$ cat src/rtl/pipe_hazard_ctrl_pkg.sv
// Shared types and constants for the pipeline hazard sequencer.
// Accelerator indices and sequencer state codes.
package pipe_hazard_ctrl_pkg;

  localparam int unsigned ACC_NTT    = 0;
  localparam int unsigned ACC_PWAM   = 1;
  localparam int unsigned ACC_KECCAK = 2;

  typedef enum logic [1:0] {
    ST_RUN     = 2'd0,
    ST_WAIT    = 2'd1,
    ST_RELEASE = 2'd2
  } hz_state_e;

endpackage

$ cat src/rtl/pipe_hazard_ctrl_lu.sv
// Load-use hazard detector: an EX load whose rd feeds an ID source.
// Ports: ID sources/use flags, EX rd/mem_read in; lu out.
module pipe_hazard_ctrl_lu #(
  parameter int REG_AW = 5
) (
  input  logic [REG_AW-1:0] rs1,
  input  logic [REG_AW-1:0] rs2,
  input  logic              use_rs1,
  input  logic              use_rs2,
  input  logic [REG_AW-1:0] rd,
  input  logic              mem_read,
  output logic              lu
);

  logic hit1;
  logic hit2;

  assign hit1 = use_rs1 && (rs1 == rd);
  assign hit2 = use_rs2 && (rs2 == rd);
  assign lu   = mem_read && (rd != '0) && (hit1 || hit2);

endmodule

$ cat src/rtl/pipe_hazard_ctrl.sv
// IF/ID and ID/EX sequencer: load-use, branch flush, accelerator wait.
// Ports: core_en, ID/EX hazard inputs, acc_done in; stalls, acc_start, status out.
module pipe_hazard_ctrl
  import pipe_hazard_ctrl_pkg::*;
#(
  parameter int REG_AW  = 5,
  parameter int N_ACC   = 3,
  parameter int TIMEOUT = 1024,
  parameter int TMO_W   = 11,
  parameter int CNT_W   = 32
) (
  input  logic              clk,
  input  logic              rst,
  input  logic              core_en,
  input  logic [REG_AW-1:0] ID_rs1,
  input  logic [REG_AW-1:0] ID_rs2,
  input  logic              ID_use_rs1,
  input  logic              ID_use_rs2,
  input  logic [REG_AW-1:0] EX_rd,
  input  logic              EX_mem_read,
  input  logic              EX_branch_taken,
  input  logic              ID_acc_req,
  input  logic [1:0]        ID_acc_sel,
  input  logic [N_ACC-1:0]  acc_done,
  input  logic              stall_clr,
  output logic              CE,
  output logic              PC_stall,
  output logic              IF_ID_dstall,
  output logic              IF_ID_cstall,
  output logic              ID_EX_cstall,
  output logic [N_ACC-1:0]  acc_start,
  output logic              acc_busy,
  output logic              acc_timeout,
  output logic [CNT_W-1:0]  stall_cnt
);

  localparam logic [TMO_W-1:0] TMO_LAST = TMO_W'(TIMEOUT - 1);

  hz_state_e        st_q;
  hz_state_e        st_d;
  logic [TMO_W-1:0] tmo_q;
  logic [TMO_W-1:0] tmo_d;
  logic [1:0]       sel_q;
  logic             tmo_hit;
  logic             hold;
  logic             flush;
  logic             launch;
  logic             lu;
  logic             sel_ok;

  pipe_hazard_ctrl_lu #(
    .REG_AW (REG_AW)
  ) u_lu (
    .rs1      (ID_rs1),
    .rs2      (ID_rs2),
    .use_rs1  (ID_use_rs1),
    .use_rs2  (ID_use_rs2),
    .rd       (EX_rd),
    .mem_read (EX_mem_read),
    .lu       (lu)
  );

  // Out-of-range selects run as ordinary instructions.
  assign sel_ok = 32'(ID_acc_sel) < N_ACC;

  always_comb begin
    st_d    = st_q;
    tmo_d   = tmo_q;
    tmo_hit = 1'b0;
    hold    = 1'b0;
    flush   = 1'b0;
    launch  = 1'b0;
    unique case (st_q)
      ST_RUN: begin
        if (EX_branch_taken) begin
          flush = 1'b1;
        end else if (lu) begin
          hold = 1'b1;
        end else if (ID_acc_req && sel_ok) begin
          hold   = 1'b1;
          launch = 1'b1;
          tmo_d  = '0;
          st_d   = ST_WAIT;
        end
      end
      ST_WAIT: begin
        hold = 1'b1;
        if (acc_done[sel_q]) begin
          st_d = ST_RELEASE;
        end else if (tmo_q == TMO_LAST) begin
          tmo_hit = 1'b1;
          st_d    = ST_RELEASE;
        end else begin
          tmo_d = tmo_q + 1'b1;
        end
      end
      ST_RELEASE: begin
        // Held acc op passes through; acc_req is masked here.
        flush = EX_branch_taken;
        st_d  = ST_RUN;
      end
      default: begin
        st_d = ST_RUN;
      end
    endcase
  end

  assign CE           = core_en;
  assign PC_stall     = hold;
  assign IF_ID_dstall = hold;
  assign IF_ID_cstall = flush;
  assign ID_EX_cstall = hold | flush;
  assign acc_busy     = (st_q == ST_WAIT);
  assign acc_start    = (launch && core_en)
                      ? (N_ACC'(1) << ID_acc_sel)
                      : '0;

  always_ff @(posedge clk or negedge rst) begin
    if (!rst) begin
      st_q        <= ST_RUN;
      tmo_q       <= '0;
      sel_q       <= '0;
      acc_timeout <= 1'b0;
      stall_cnt   <= '0;
    end else if (core_en) begin
      st_q  <= st_d;
      tmo_q <= tmo_d;
      if (launch) begin
        sel_q <= ID_acc_sel;
      end
      if (tmo_hit) begin
        acc_timeout <= 1'b1;
      end
      if (stall_clr) begin
        stall_cnt <= '0;
      end else if (hold && !(&stall_cnt)) begin
        stall_cnt <= stall_cnt + 1'b1;
      end
    end
  end

endmodule

$ cat config.mk
export PLATFORM = sky130hd
export DESIGN_NAME = pipe_hazard_ctrl
export DESIGN_NICKNAME = d
export VERILOG_FILES = /design/src/rtl/pipe_hazard_ctrl_pkg.sv /design/src/rtl/pipe_hazard_ctrl_lu.sv /design/src/rtl/pipe_hazard_ctrl.sv
export SDC_FILE = /design/constraint.sdc
export NUM_CORES = 1
export LEC_CHECK = 0
export ABC_AREA = 1
export BUFFER_PORTS_ARGS = -buffer_cell sky130_fd_sc_hd__buf_2
export CORE_ASPECT_RATIO = 2
export CORE_MARGIN = 1.5
export CORE_UTILIZATION = 35
export CTS_BUF_LIST = sky130_fd_sc_hd__clkbuf_4
export CTS_CLUSTER_DIAMETER = 50
export DETAILED_ROUTE_END_ITERATION = 10
export HOLD_SLACK_MARGIN = 0.1
export PLACE_DENSITY = 0.66
export SYNTH_ARGS = -nofsm -noshare
export SYNTH_HDL_FRONTEND = slang
export SYNTH_SLANG_ARGS = --single-unit
$ cat constraint.sdc
create_clock -name clk -period 1.5 [get_ports clk]
set_input_delay 0.15 -clock clk [delete_from_list [all_inputs] [get_ports clk]]
set_output_delay 0.15 -clock clk [all_outputs]
set_load 0.02 [all_outputs]
==> Implementation_results.wiki, run 1 <==
{| class="wikitable"
! Metric !! Value
|-
| Run status || complete, but fails checks
|-
| Failing checks || negative setup slack
|-
| Share of the clock period used by the worst path || 144%
|-
| Crit path time final || 2160 ps
|-
| Cts bufs inserted || 5
|-
| Total via count after detailed routing || 4235
|-
| Core Box Area || 9700 um^2
|-
| Post-layout util || 58.5%
|-
| Clock transition time at the flip-flop clock pins of the worst setup and hold paths || 150 ps
|-
| Global placement routability congestion || 1.05
|-
| Unrepaired setup endpoints after global routing || true
|-
| Clock network latency to the later pin of the worst-skew pair || 390 ps
|-
| Post-route worst setup slack || -659 ps
|-
| Total clock sinks || 48
|-
| Leakage || 3.03 nW
|-
| IR Drop Worst-Case VDD || 0.000667 V
|-
| Number of synthesis warnings || 0
|-
| Number of buffers and inverters on the critical path || 2
|-
| Initial antenna violation count || 1
|-
| Crit-path slowest cell || dfrtp_1
|-
| Count of input and output buffers || 70
|-
| Layout filler cell count || 922
|-
| Num rows || 51
|-
| Global-route wire length before repair || 19.3 mm
|-
| Count of nets left with antenna violations after detail routing || 0
|-
| Die Span Y || 144 um
|-
| FF-to-FF setup slack || -390 ps
|-
| Die Outline Area || 10600 um^2
|-
| Kind of launch point of the worst setup path || flop
|-
| Vias in the first global route || 4284
|-
| Total iterations of the first detailed-routing run || 5
|-
| Clock skew || 16.2 ps
|-
| Highest clock rate || 463 MHz
|-
| Arr. time, crit path || 2010 ps
|-
| Post-Syn Nets || 560
|-
| Proportion of layout cells with a drive suffix above 1 || 48.3%
|-
| Post-synthesis instance total || 529
|-
| Worst max-slew margin expressed relative to the limit || 75.7%
|-
| Iter 0 DRT Violations || 149
|-
| CTS tree || built
|-
| Endpoints failing hold || 0
|-
| DP Wirelength || 9.06 mm
|-
| Root Buffer || clkbuf_4
|-
| Async set-reset flop share out of synthesis || 100%
|-
| Maximum number of pins on one net before global-route repair || 49
|-
| Cell family contributing the most delay on the critical path || simple AND/OR/NAND/NOR gates
|-
| Number of enable flip-flop cells after synthesis || 0
|-
| Overall die width || 73.5 um
|-
| Most frequent cells in the layout || 127 x buf_4, 121 x nand2_1, 74 x nor2_1
|-
| Final net count || 759
|-
| Depth of the worst register-to-register path || 12
|-
| Area delta synth->final || 63.0%
|-
| CP Capture Type || output port
|-
| Leading cell type in the layout, fill and taps excluded || buf_4
|-
| Start point of the worst min-delay path || ID_acc_sel[1]
|-
| FF+latch count, synth || 48
|-
| WL/cell || 14.5 um
|-
| CTS max path bufs || 2
|-
| Initial standard-cell utilization of the core || 35.9%
|-
| Post-synthesis sequential area ratio || 34.5%
|-
| Final Slew Violations || 0
|-
| Post-Syn Area || 3480 um^2
|-
| Hold Crit Class || in -> reg
|-
| Via count normalized by instance count || 4.91
|-
| Required time worst endpoint || 1350 ps
|-
| Hold path cells || 4
|-
| Setup Viol. Count Final || 54
|-
| Boundary pin count || 71
|-
| Sink of the worst hold path || sel_q[1]
|-
| Areal power density over the cells || 811 nW/um^2
|-
| Critical path peak fanout || 3
|-
| Syn Area/Cell || 6.58 um^2
|-
| Post-detailed-routing wire length || 12.5 mm
|-
| Worst-margin pin slew || 365 ps
|-
| Max-capacitance violation count || 0
|-
| Worst path depth || 12
|-
| Final Power || 4.60 mW
|-
| Peak per-stage delay on the critical path || 390 ps
|-
| Main synth FF type || dfrtp_1
|-
| Type of the worst setup path || reg -> out
|-
| Count of different cell masters after synthesis || 32
|-
| Critical R2R Capture || tmo_q[5]
|-
| Grt total ovfl || 0
|-
| H-tree level count || 2
|-
| Critical-path cell list || ha_2 -> nand3_2 -> nor2_1 -> nand2_1 -> nor2_2 -> nand3_2 -> nand2_2 -> nand2_2 -> nand3_4 -> buf_6 -> nor4_4 -> buf_4
|-
| Global Route Usage Sum || 23.8%
|-
| Drt drc || 0
|-
| Reg-to-Reg Start || tmo_q[1]
|}
-- routing by layer --
metal / up-vias / share of wire, % / track usage, % / routed length, um
li1: 2046 / - / - / -
met1: 2019 / 32 / 21.3 / 4010
met2: 123 / 58 / 46.8 / 7220
met3: 47 / 3.6 / 2.65 / 450
met4: 0 / 6.8 / 16.2 / 848
met5: - / 0 / 0 / 0
-- cell families after synthesis --
logic type               count (synthesis)  share of synthesized area [%]
XOR/XNOR                                35                           8.80
AO/OA/AOI/OAI                           17                           2.80
adder cells (fa/ha/maj)                  2                          0.719
AND/OR/NAND/NOR                        358                           44.1
buffers and inverters                   69                           9.05
flip-flops                              48                           34.5
-- worst max-delay path by stage --
stage,startpoint,to
floorplan,tmo_q[0],acc_start[0]
global placement,tmo_q[0],tmo_q[3]
detailed placement,tmo_q[0],tmo_q[3]
CTS,tmo_q[1],acc_start[0]
global route,tmo_q[1],acc_start[2]
finish,tmo_q[1],acc_start[0]
-- Yosys cell counts, types with 3 or more instances --
| cell | n | share of area (%) |
|---|---|---|
| nand2_1 | 186 | 20 |
| nor2_1 | 82 | 8.8 |
| dfrtp_1 | 48 | 34 |
| nand3_1 | 47 | 6.8 |
| inv_1 | 43 | 4.6 |
| xor2_1 | 25 | 6.3 |
| nor3_1 | 13 | 1.9 |
| o21ai_0 | 11 | 1.6 |
| xnor2_1 | 10 | 2.5 |
| nand4_1 | 8 | 1.4 |
| clkbuf_1 | 7 | 0.75 |
| buf_2 | 6 | 0.86 |
| buf_4 | 5 | 1.1 |
| buf_6 | 4 | 1.3 |
| nand3_2 | 4 | 1.1 |
| nor2_2 | 4 | 0.72 |
| inv_2 | 3 | 0.32 |
-- per-stage QoR --
| step | hold slack [ps] | setup WS [ps] | instances | instance area (um^2) | setup TNS (ps) |
|---|---|---|---|---|---|
| 6_report | 110 | -659 | 862 | 5680 | -16540 |
| 5_1_grt | 137 | -785 | 862 | 5680 | -21740 |
| 4_1_cts | 118 | -708 | 850 | 5360 | -11300 |
| 3_5_place_dp | 162 | -366 | 822 | 4820 | -9660 |
| 3_3_place_gp | 158 | -312 | 822 | 4820 | -7710 |
| 2_1_floorplan | -146 | -248 | 529 | 3560 | -5620 |
-- layout make-up --
class	count	area (um^2)	share of cell area (%)
Sequential cell	48	1220	21.5
Timing Repair Buffer	214	1590	28.0
Inverter	46	180	3.17
Timing Repair inverter	1	6.26	0.110
Clock inverter	2	35.0	0.617
Tap cell	132	165	2.91
Clock buffer	6	45.0	0.794
Multi-Input combinational cell	412	2440	42.9
Antenna cell	1	2.50	0.0441
-- state kept, by name, indices dropped and copies added (netlist names) --
name         cells
stall_cnt       32
tmo_q           11
sel_q            2
st_q             2
acc_timeout      1
-- report_power, final --
| part | switching (mW) | internal (mW) | total [mW] |
|---|---|---|---|
| logic | 1.21 | 1.03 | 2.25 |
| clock network | 0.476 | 0.368 | 0.844 |
| registers | 0.0996 | 1.41 | 1.51 |
| total | 1.79 | 2.81 | 4.60 |
-- worst reg2reg max path, stage by stage (launching register included) --
cell	delay, ps
dfrtp_1	390
ha_2	200
nand3_2	80
nor2_1	100
nand2_1	80
nor2_2	140
nand3_2	100
nand2_2	80
nand2_2	70
nand3_4	100
buf_4	190
o21ai_0	100
and2_1	160
-- timing repair --
item | CTS | global route
hold buffers | 2 | 0
gates cloned | 3 | 0
hold endpoints to repair | 50 | 0
pin swaps | 8 | 26
resized for setup | 81 | 73
setup endpoints to repair | 53 | 54
setup buffers | 16 | 16
(Power assumes the default switching activity.)
==> run 2, diff against run 1 <==
clock period = 1.93 ns   (was 1.5 ns; I/O delays follow)
==> run 2 against run 1 <==
Effect of this change: the flow still finishes with violations (negative setup slack); count of clock-buffer cells in the layout fell by 1; critical path type unchanged; first-iteration DRC count is 4.0% higher; setup slack improved by 380 ps; largest cell class unchanged; clock power decreased by 24%.
==> Implementation_results.wiki, run 2 (same netlist as run 1, synthesis figures left out) <==
{| class="wikitable"
! Metric !! Value
|-
| Run status || complete, but fails checks
|-
| Failing checks || negative setup slack
|-
| Clock network latency to the later pin of the worst-skew pair || 390 ps (about the same)
|-
| Total clock sinks || 48 (unchanged)
|-
| Cell area after layout || 4500 um^2 (-21%)
|-
| Unrepaired setup endpoints after global routing || true
|-
| Peak per-stage delay on the critical path || 380 ps (about the same)
|-
| Endpoints failing hold || 0 (unchanged)
|-
| Flip-flop count of the largest register after layout || 32 (unchanged)
|-
| Proportion of layout cells with a drive suffix above 1 || 27.4% (-21 points)
|-
| Dpl cells || 750 (-8.8%)
|-
| CP Capture Type || output port
|-
| Met1 routing resource usage after global routing || 19.4% (-1.8 points)
|-
| Overall die width || 73.5 um (unchanged)
|-
| Highest clock rate || 452 MHz
|-
| Global-route wire length before repair || 17.5 mm (-9.3%)
|-
| Root Buffer || clkbuf_4
|-
| Layout filler cell count || 1048 (+14%)
|-
| Clock skew || 18.8 ps (+2.65 ps)
|-
| Iter 0 DRT Violations || 155 (+4.0%)
|-
| Kind of launch point of the worst setup path || flop
|-
| Drt drc || 0 (unchanged)
|-
| Area delta synth->final || 29.2%
|-
| IR Drop Worst-Case VDD || 0.000626 V (-6.1%)
|-
| Final Slew Violations || 0 (unchanged)
|-
| Max-capacitance violation count || 0 (unchanged)
|-
| Core Box Area || 9700 um^2 (unchanged)
|-
| Hold Crit Class || in -> reg
|-
| Count of input and output buffers || 70 (unchanged)
|-
| CTS tree || built
|-
| Clock transition time at the flip-flop clock pins of the worst setup and hold paths || 160 ps (about the same)
|-
| Total iterations of the first detailed-routing run || 7 (+2)
|-
| Critical path peak fanout || 3 (unchanged)
|-
| Arr. time, crit path || 2020 ps (about the same)
|-
| Global placement routability congestion || 1.04 (-0.41%)
|-
| Cts bufs inserted || 5 (unchanged)
|-
| Worst-margin pin slew || 609 ps (+244 ps)
|-
| Final Non-Filler Cells || 772 (-10%)
|-
| Leading cell type in the layout, fill and taps excluded || nand2_1
|-
| DP Wirelength || 8.61 mm (-5.0%)
|-
| Placement Cell Area || 4240 um^2 (-12%)
|-
| Initial standard-cell utilization of the core || 35.9% (unchanged)
|-
| H-tree level count || 2 (unchanged)
|-
| Vias in the first global route || 3813 (-11%)
|-
| Post-route worst setup slack || -281 ps (+378 ps)
|-
| Worst slack, placed || -0.177 ps (+366 ps)
|-
| Boundary pin count || 71 (unchanged)
|-
| Crit path time final || 2210 ps
|-
| Setup Viol. Count Final || 3 (-94%)
|-
| Reg with most FFs || stall_cnt
|-
| Areal power density over the cells || 662 nW/um^2 (-18%)
|-
| Global routing usage on met2 || 42.5% (-4.3 points)
|-
| Most used cell along the critical path || nand2_2
|-
| Num rows || 51 (unchanged)
|-
| Global routing usage on met3 || 2.65% (unchanged)
|-
| CTS max path bufs || 2 (unchanged)
|-
| Total via count after detailed routing || 3746 (-12%)
|-
| Count of nets left with antenna violations after detail routing || 0 (unchanged)
|-
| Maximum number of pins on one net before global-route repair || 27 (-45%)
|-
| Worst max-slew margin expressed relative to the limit || 59.4% (-16 points)
|-
| Leakage || 2.30 nW (-24%)
|-
| Global Route Usage Sum || 21.5% (-2.3 points)
|-
| Post-detailed-routing wire length || 10.7 mm (-15%)
|-
| Required time worst endpoint || 1740 ps (+390 ps)
|-
| Highest-utilization routing layer at the global route stage || met2
|-
| Grt total ovfl || 0 (unchanged)
|-
| Most frequent cells in the layout || 181 x nand2_1, 80 x nor2_1, 67 x buf_2
|-
| Initial antenna violation count || 1 (unchanged)
|-
| Via count normalized by instance count || 4.85 (-1.2%)
|-
| Die Span Y || 144 um (unchanged)
|-
| WL/cell || 13.8 um (-4.9%)
|-
| Crit-path slowest cell || dfrtp_1
|-
| Biggest regs || stall_cnt: 32 flops, tmo_q: 11 flops
|-
| Share of the clock period used by the worst path || 115%
|-
| Critical-path cell list || ha_2 -> nand3_2 -> nor2_1 -> nand2_1 -> nor2_2 -> nand3_2 -> nand2_2 -> nand2_2 -> nand3_4 -> nor2_4 -> nand2_2 -> inv_2 -> buf_6
|-
| Final net count || 669 (-12%)
|-
| Type of the worst setup path || reg -> out
|-
| Die Outline Area || 10600 um^2 (unchanged)
|}
run 2: cell count changes in the layout (fill, tap and decap cells not counted), sizes merged:
cell | previous run | this run
buf | 212 | 124
clkinv | 1 | 0
clkbuf | 6 | 5
clkinvlp | 0 | 1
dlygate4sd3 | 2 | 1
run 2: final timing paths:
path                       slack (ps)           from       endpoint  depth (start not counted)
min reg2reg                       510    acc_timeout    acc_timeout                          1
min                               110  ID_acc_sel[0]       sel_q[0]                          3
min in group asynchronous         320            rst       tmo_q[7]                          2
max in group asynchronous        1050            rst  stall_cnt[25]                          3
max reg2reg                        10       tmo_q[0]       tmo_q[8]                         15
max                              -280       tmo_q[0]   acc_start[2]                         13
run 2: layer usage:
layer	routed length [um]	share of wire, %	vias up
met5	0	0	-
met3	276	2.6	38
met2	6110	57	107
li1	-	-	1865
met1	3630	34	1736
met4	658	6.2	0
run 2: stage by stage:
step | utilization (%) | power [mW] | setup TNS (ps) | hold WS (ps)
2_1_floorplan | - | 1.86 | 0 | -103
3_3_place_gp | 43.7 | 2.23 | 0 | 227
3_5_place_dp | 43.7 | 2.25 | -0.177 | 238
4_1_cts | 45.8 | 2.99 | -728 | 102
5_1_grt | 46.4 | 3.18 | -2140 | 108
6_report | 46.4 | 2.98 | -743 | 108
run 2: area by class of cell:
class	instances	area, um^2	share of cell area [%]
sequential	48	1210	26.8
multi-input combinational	412	2030	45.1
timing repair buffer	125	835	18.5
antenna	1	2.50	0.0556
clock inverter	3	46.3	1.03
inverter	46	175	3.89
tap	132	165	3.67
clock buffer	5	37.5	0.834
run 2: power breakdown:
part	internal (mW)	switching, mW	total (mW)
Clock	0.277	0.366	0.643
Sequential	1.09	0.0781	1.17
Combinational	0.446	0.719	1.17
Total	1.82	1.16	2.98
run 2: worst max-delay path: cells and delay by family (launching register included):
kind | cells | cell delay, ps
flip-flops | 1 | 380
AND/OR/NAND/NOR | 10 | 910
buffers and inverters | 2 | 160
adder cells (fa/ha/maj) | 1 | 190
run 2: repair_timing:
action	CTS	global route
cloned	0	0
buffers inserted	9	3
resized for setup	16	13
hold buffers	1	0
pin swaps	4	6
setup endpoints to repair	5	45
endpoints found under the hold margin	22	0
==> run 3, diff against run 2 <==
==> constraint.sdc (replaced) <==
create_clock -name clk -period 1.93 [get_ports clk]
set_input_delay 0.0965 -clock clk [delete_from_list [all_inputs] [get_ports clk]]
set_output_delay 0.0965 -clock clk [all_outputs]
set_load 0.02 [all_outputs]
==> run 3 against run 2 <==
Effect of this change: the run still ends with negative setup slack left; wire length up 0.34%; die area unchanged; combinational power about the same; total power down 1.2%; global-route usage down 0.65 points; register-to-register slack better by 50 ps; maximum frequency up 10%; sequential power about the same; critical path type unchanged; largest cell class unchanged; highest routed layer unchanged.
==> Implementation_results.wiki, run 3 (same netlist as run 1, synthesis figures left out) <==
{| class="wikitable"
! Metric !! Value
|-
| Leading cell type in the layout, fill and taps excluded || nand2_1
|-
| Worst-margin pin slew || 483 ps (-126 ps)
|-
| Area delta synth->final || 29.1%
|-
| Worst max-slew margin expressed relative to the limit || 67.8% (+8.4 points)
|-
| Reg with most FFs || stall_cnt
|-
| Final Slew Violations || 0 (unchanged)
|-
| Relative contribution of the clock network to total power || 21.2% (-0.4 points)
|-
| CTS max path bufs || 2 (unchanged)
|-
| Max-capacitance violation count || 0 (unchanged)
|-
| Worst slack, placed || 18.1 ps (+18.3 ps)
|-
| Cell Int Power || 1.79 mW (-1.4%)
|-
| Layout filler cell count || 1007 (-3.9%)
|-
| Crit-path slowest cell || dfrtp_1
|-
| Hold Crit Class || in -> reg
|-
| CTS tree || built
|-
| Biggest regs || stall_cnt: 32 flops, tmo_q: 11 flops
|-
| H-tree level count || 2 (unchanged)
|-
| Failing checks || negative setup slack
|-
| Post-layout util || 46.3% (-0.052 points)
|-
| Cts bufs inserted || 5 (unchanged)
|-
| Total iterations of the first detailed-routing run || 5 (-2)
|-
| Post-route setup TNS || -221 ps (+522 ps)
|-
| Arr. time, crit path || 1910 ps (-110 ps)
|-
| Part of the total power dissipated in sequential elements || 40.1% (+0.8 points)
|-
| Kind of launch point of the worst setup path || flop
|-
| Via count normalized by instance count || 4.90 (+1.1%)
|-
| Maximum number of pins on one net before global-route repair || 33 (+22%)
|-
| Clock skew || 26.2 ps (+7.37 ps)
|-
| Comb power frac || 38.7% (-0.4 points)
|-
| Most frequent cells in the layout || 181 x nand2_1, 78 x nor2_1, 68 x buf_2
|-
| Initial antenna violation count || 1 (unchanged)
|-
| Iter 0 DRT Violations || 276 (+78%)
|-
| DP Wirelength || 8.19 mm (-4.9%)
|-
| Leakage || 2.30 nW (about the same)
|-
| Final net count || 666 (-0.45%)
|-
| Required time worst endpoint || 1830 ps (+90 ps)
|-
| Initial standard-cell utilization of the core || 35.9% (unchanged)
|-
| CP Capture Type || output port
|-
| Grt total ovfl || 0 (unchanged)
|-
| IR Drop Worst-Case VDD || 0.000575 V (-8.2%)
|-
| Die Outline Area || 10600 um^2 (unchanged)
|-
| Type of the worst setup path || reg -> out
|-
| Peak per-stage delay on the critical path || 420 ps (+40 ps)
|-
| Clock transition time at the flip-flop clock pins of the worst setup and hold paths || 160 ps (about the same)
|-
| Proportion of layout cells with a drive suffix above 1 || 25.9% (-1.4 points)
|-
| Number of buffers and inverters on the critical path || 2 (unchanged)
|-
| Critical-path cell list || ha_4 -> nand3_4 -> nor2_4 -> nand2_2 -> nor2_4 -> nand3_2 -> nand2_2 -> nand2_2 -> nand3_4 -> nor2_4 -> nand2_2 -> inv_2 -> buf_6
|-
| Core Box Area || 9700 um^2 (unchanged)
|-
| Highest clock rate || 497 MHz (+10%)
|-
| Switching share of total power || 39.1% (+0.081 points)
|-
| Flip-flop count of the largest register after layout || 32 (unchanged)
|-
| Final Non-Filler Cells || 769 (-0.39%)
|-
| Post-detailed-routing wire length || 10.7 mm (+0.34%)
|-
| Dpl cells || 742 (-1.1%)
|-
| Cell family contributing the most delay on the critical path || simple AND/OR/NAND/NOR gates
|-
| Root Buffer || clkbuf_4
|-
| Setup Viol. Count Final || 3 (unchanged)
|-
| Overall die width || 73.5 um (unchanged)
|-
| Vias in the first global route || 3755 (-1.5%)
|-
| WL/cell || 13.9 um (+0.73%)
|-
| Share of the clock period used by the worst path || 104% (-10 points)
|-
| Drt drc || 0 (unchanged)
|-
| Crit path time final || 2010 ps (-201 ps)
|-
| Reg-to-Reg Start || tmo_q[0]
|-
| Clock network latency to the later pin of the worst-skew pair || 390 ps (about the same)
|-
| Die Span Y || 144 um (unchanged)
|-
| Global-route wire length before repair || 17.1 mm (-2.4%)
|-
| Post-route worst setup slack || -80.4 ps (+201 ps)
|-
| Endpoints failing hold || 0 (unchanged)
|-
| Crit. Startpoint || tmo_q[0]
|-
| Most used cell along the critical path || nand2_2
|-
| Areal power density over the cells || 654 nW/um^2 (-1.1%)
|-
| Count of input and output buffers || 70 (unchanged)
|-
| Run status || complete, but fails checks
|-
| Boundary pin count || 71 (unchanged)
|-
| Global Route Usage Sum || 20.9% (-0.65 points)
|-
| Total via count after detailed routing || 3771 (+0.67%)
|-
| Sw Pwr || 1.15 mW (-1.0%)
|-
| Num rows || 51 (unchanged)
|-
| Unrepaired setup endpoints after global routing || true
|-
| Count of nets left with antenna violations after detail routing || 0 (unchanged)
|-
| Total clock sinks || 48 (unchanged)
|-
| Global placement routability congestion || 0.997 (-4.5%)
|-
| Start point of the worst min-delay path || stall_clr
|-
| Critical path peak fanout || 3 (unchanged)
|}
run 3: cell types whose count changed in the layout (fill, tap and decap cells not counted), moves of 2 or more:
cell,change
dfrtp_2,-2
nor3_2,-2
nor2_4,+2
nor4_2,+2
buf_4,-7
o21ai_1,+2
nor2_1,-2
dlygate4sd3_1,+4
dfrtp_1,+2
run 3: metrics by stage:
stage                     power, mW  cell area, um^2  hold slack [ps]
after floorplan                1.86             3490             -199
after global placement         2.16             4150             6.92
after global routing           3.14             4500              163
final                          2.94             4500              171
after detailed placement       2.18             4150             10.2
after CTS                      2.89             4380              140
run 3: cell type report:
class                   instances  area, um^2  share of cell area, %
inverters                      46         173                   3.84
clock inverters                 3        42.5                  0.946
multi-input cells             412        2060                   45.8
diodes                          1        2.50                 0.0557
repair buffers                122         811                   18.0
flip-flops and latches         48        1200                   26.8
clock buffers                   5        37.5                  0.835
well taps                     132         165                   3.67
run 3: path summary, 6_finish.rpt:
| path | to | slack (ps) | depth (start not counted) |
|---|---|---|---|
| min in group asynchronous | sel_q[0] | 640 | 3 |
| max | acc_start[1] | -80 | 13 |
| max in group asynchronous | stall_cnt[4] | 360 | 4 |
| min reg2reg | acc_timeout | 490 | 1 |
| min | stall_cnt[0] | 170 | 4 |
| max reg2reg | tmo_q[5] | 60 | 13 |
run 3: tightest hold or removal path, stage by stage:
cell,delay (ps)
buf_2,250
nor2_1,80
nand3_1,70
nand2_1,50
run 3: power groups by stage:
stage	sequential (mW)	clock [mW]	combinational, mW
2_1_floorplan	1.21	0	0.644
3_3_place_gp	1.19	0	0.965
3_5_place_dp	1.20	0	0.982
6_report	1.18	0.623	1.14
4_1_cts	1.18	0.645	1.06
5_1_grt	1.19	0.693	1.25
run 3: repair_timing:
item | CTS | global route
endpoints found under the hold margin | 50 | 0
endpoints found under the setup margin | 4 | 34
buffers inserted | 8 | 5
pin swaps | 8 | 7
resized for setup | 8 | 24
hold buffers | 5 | 0
run 3: metal layers:
layer | up-vias | wire (um) | GRT usage (%)
met5 | - | 0 | 0
met4 | 0 | 625 | 15.5
met3 | 38 | 381 | 2.58
met2 | 141 | 6090 | 39.7
met1 | 1738 | 3610 | 19.1
li1 | 1854 | - | -
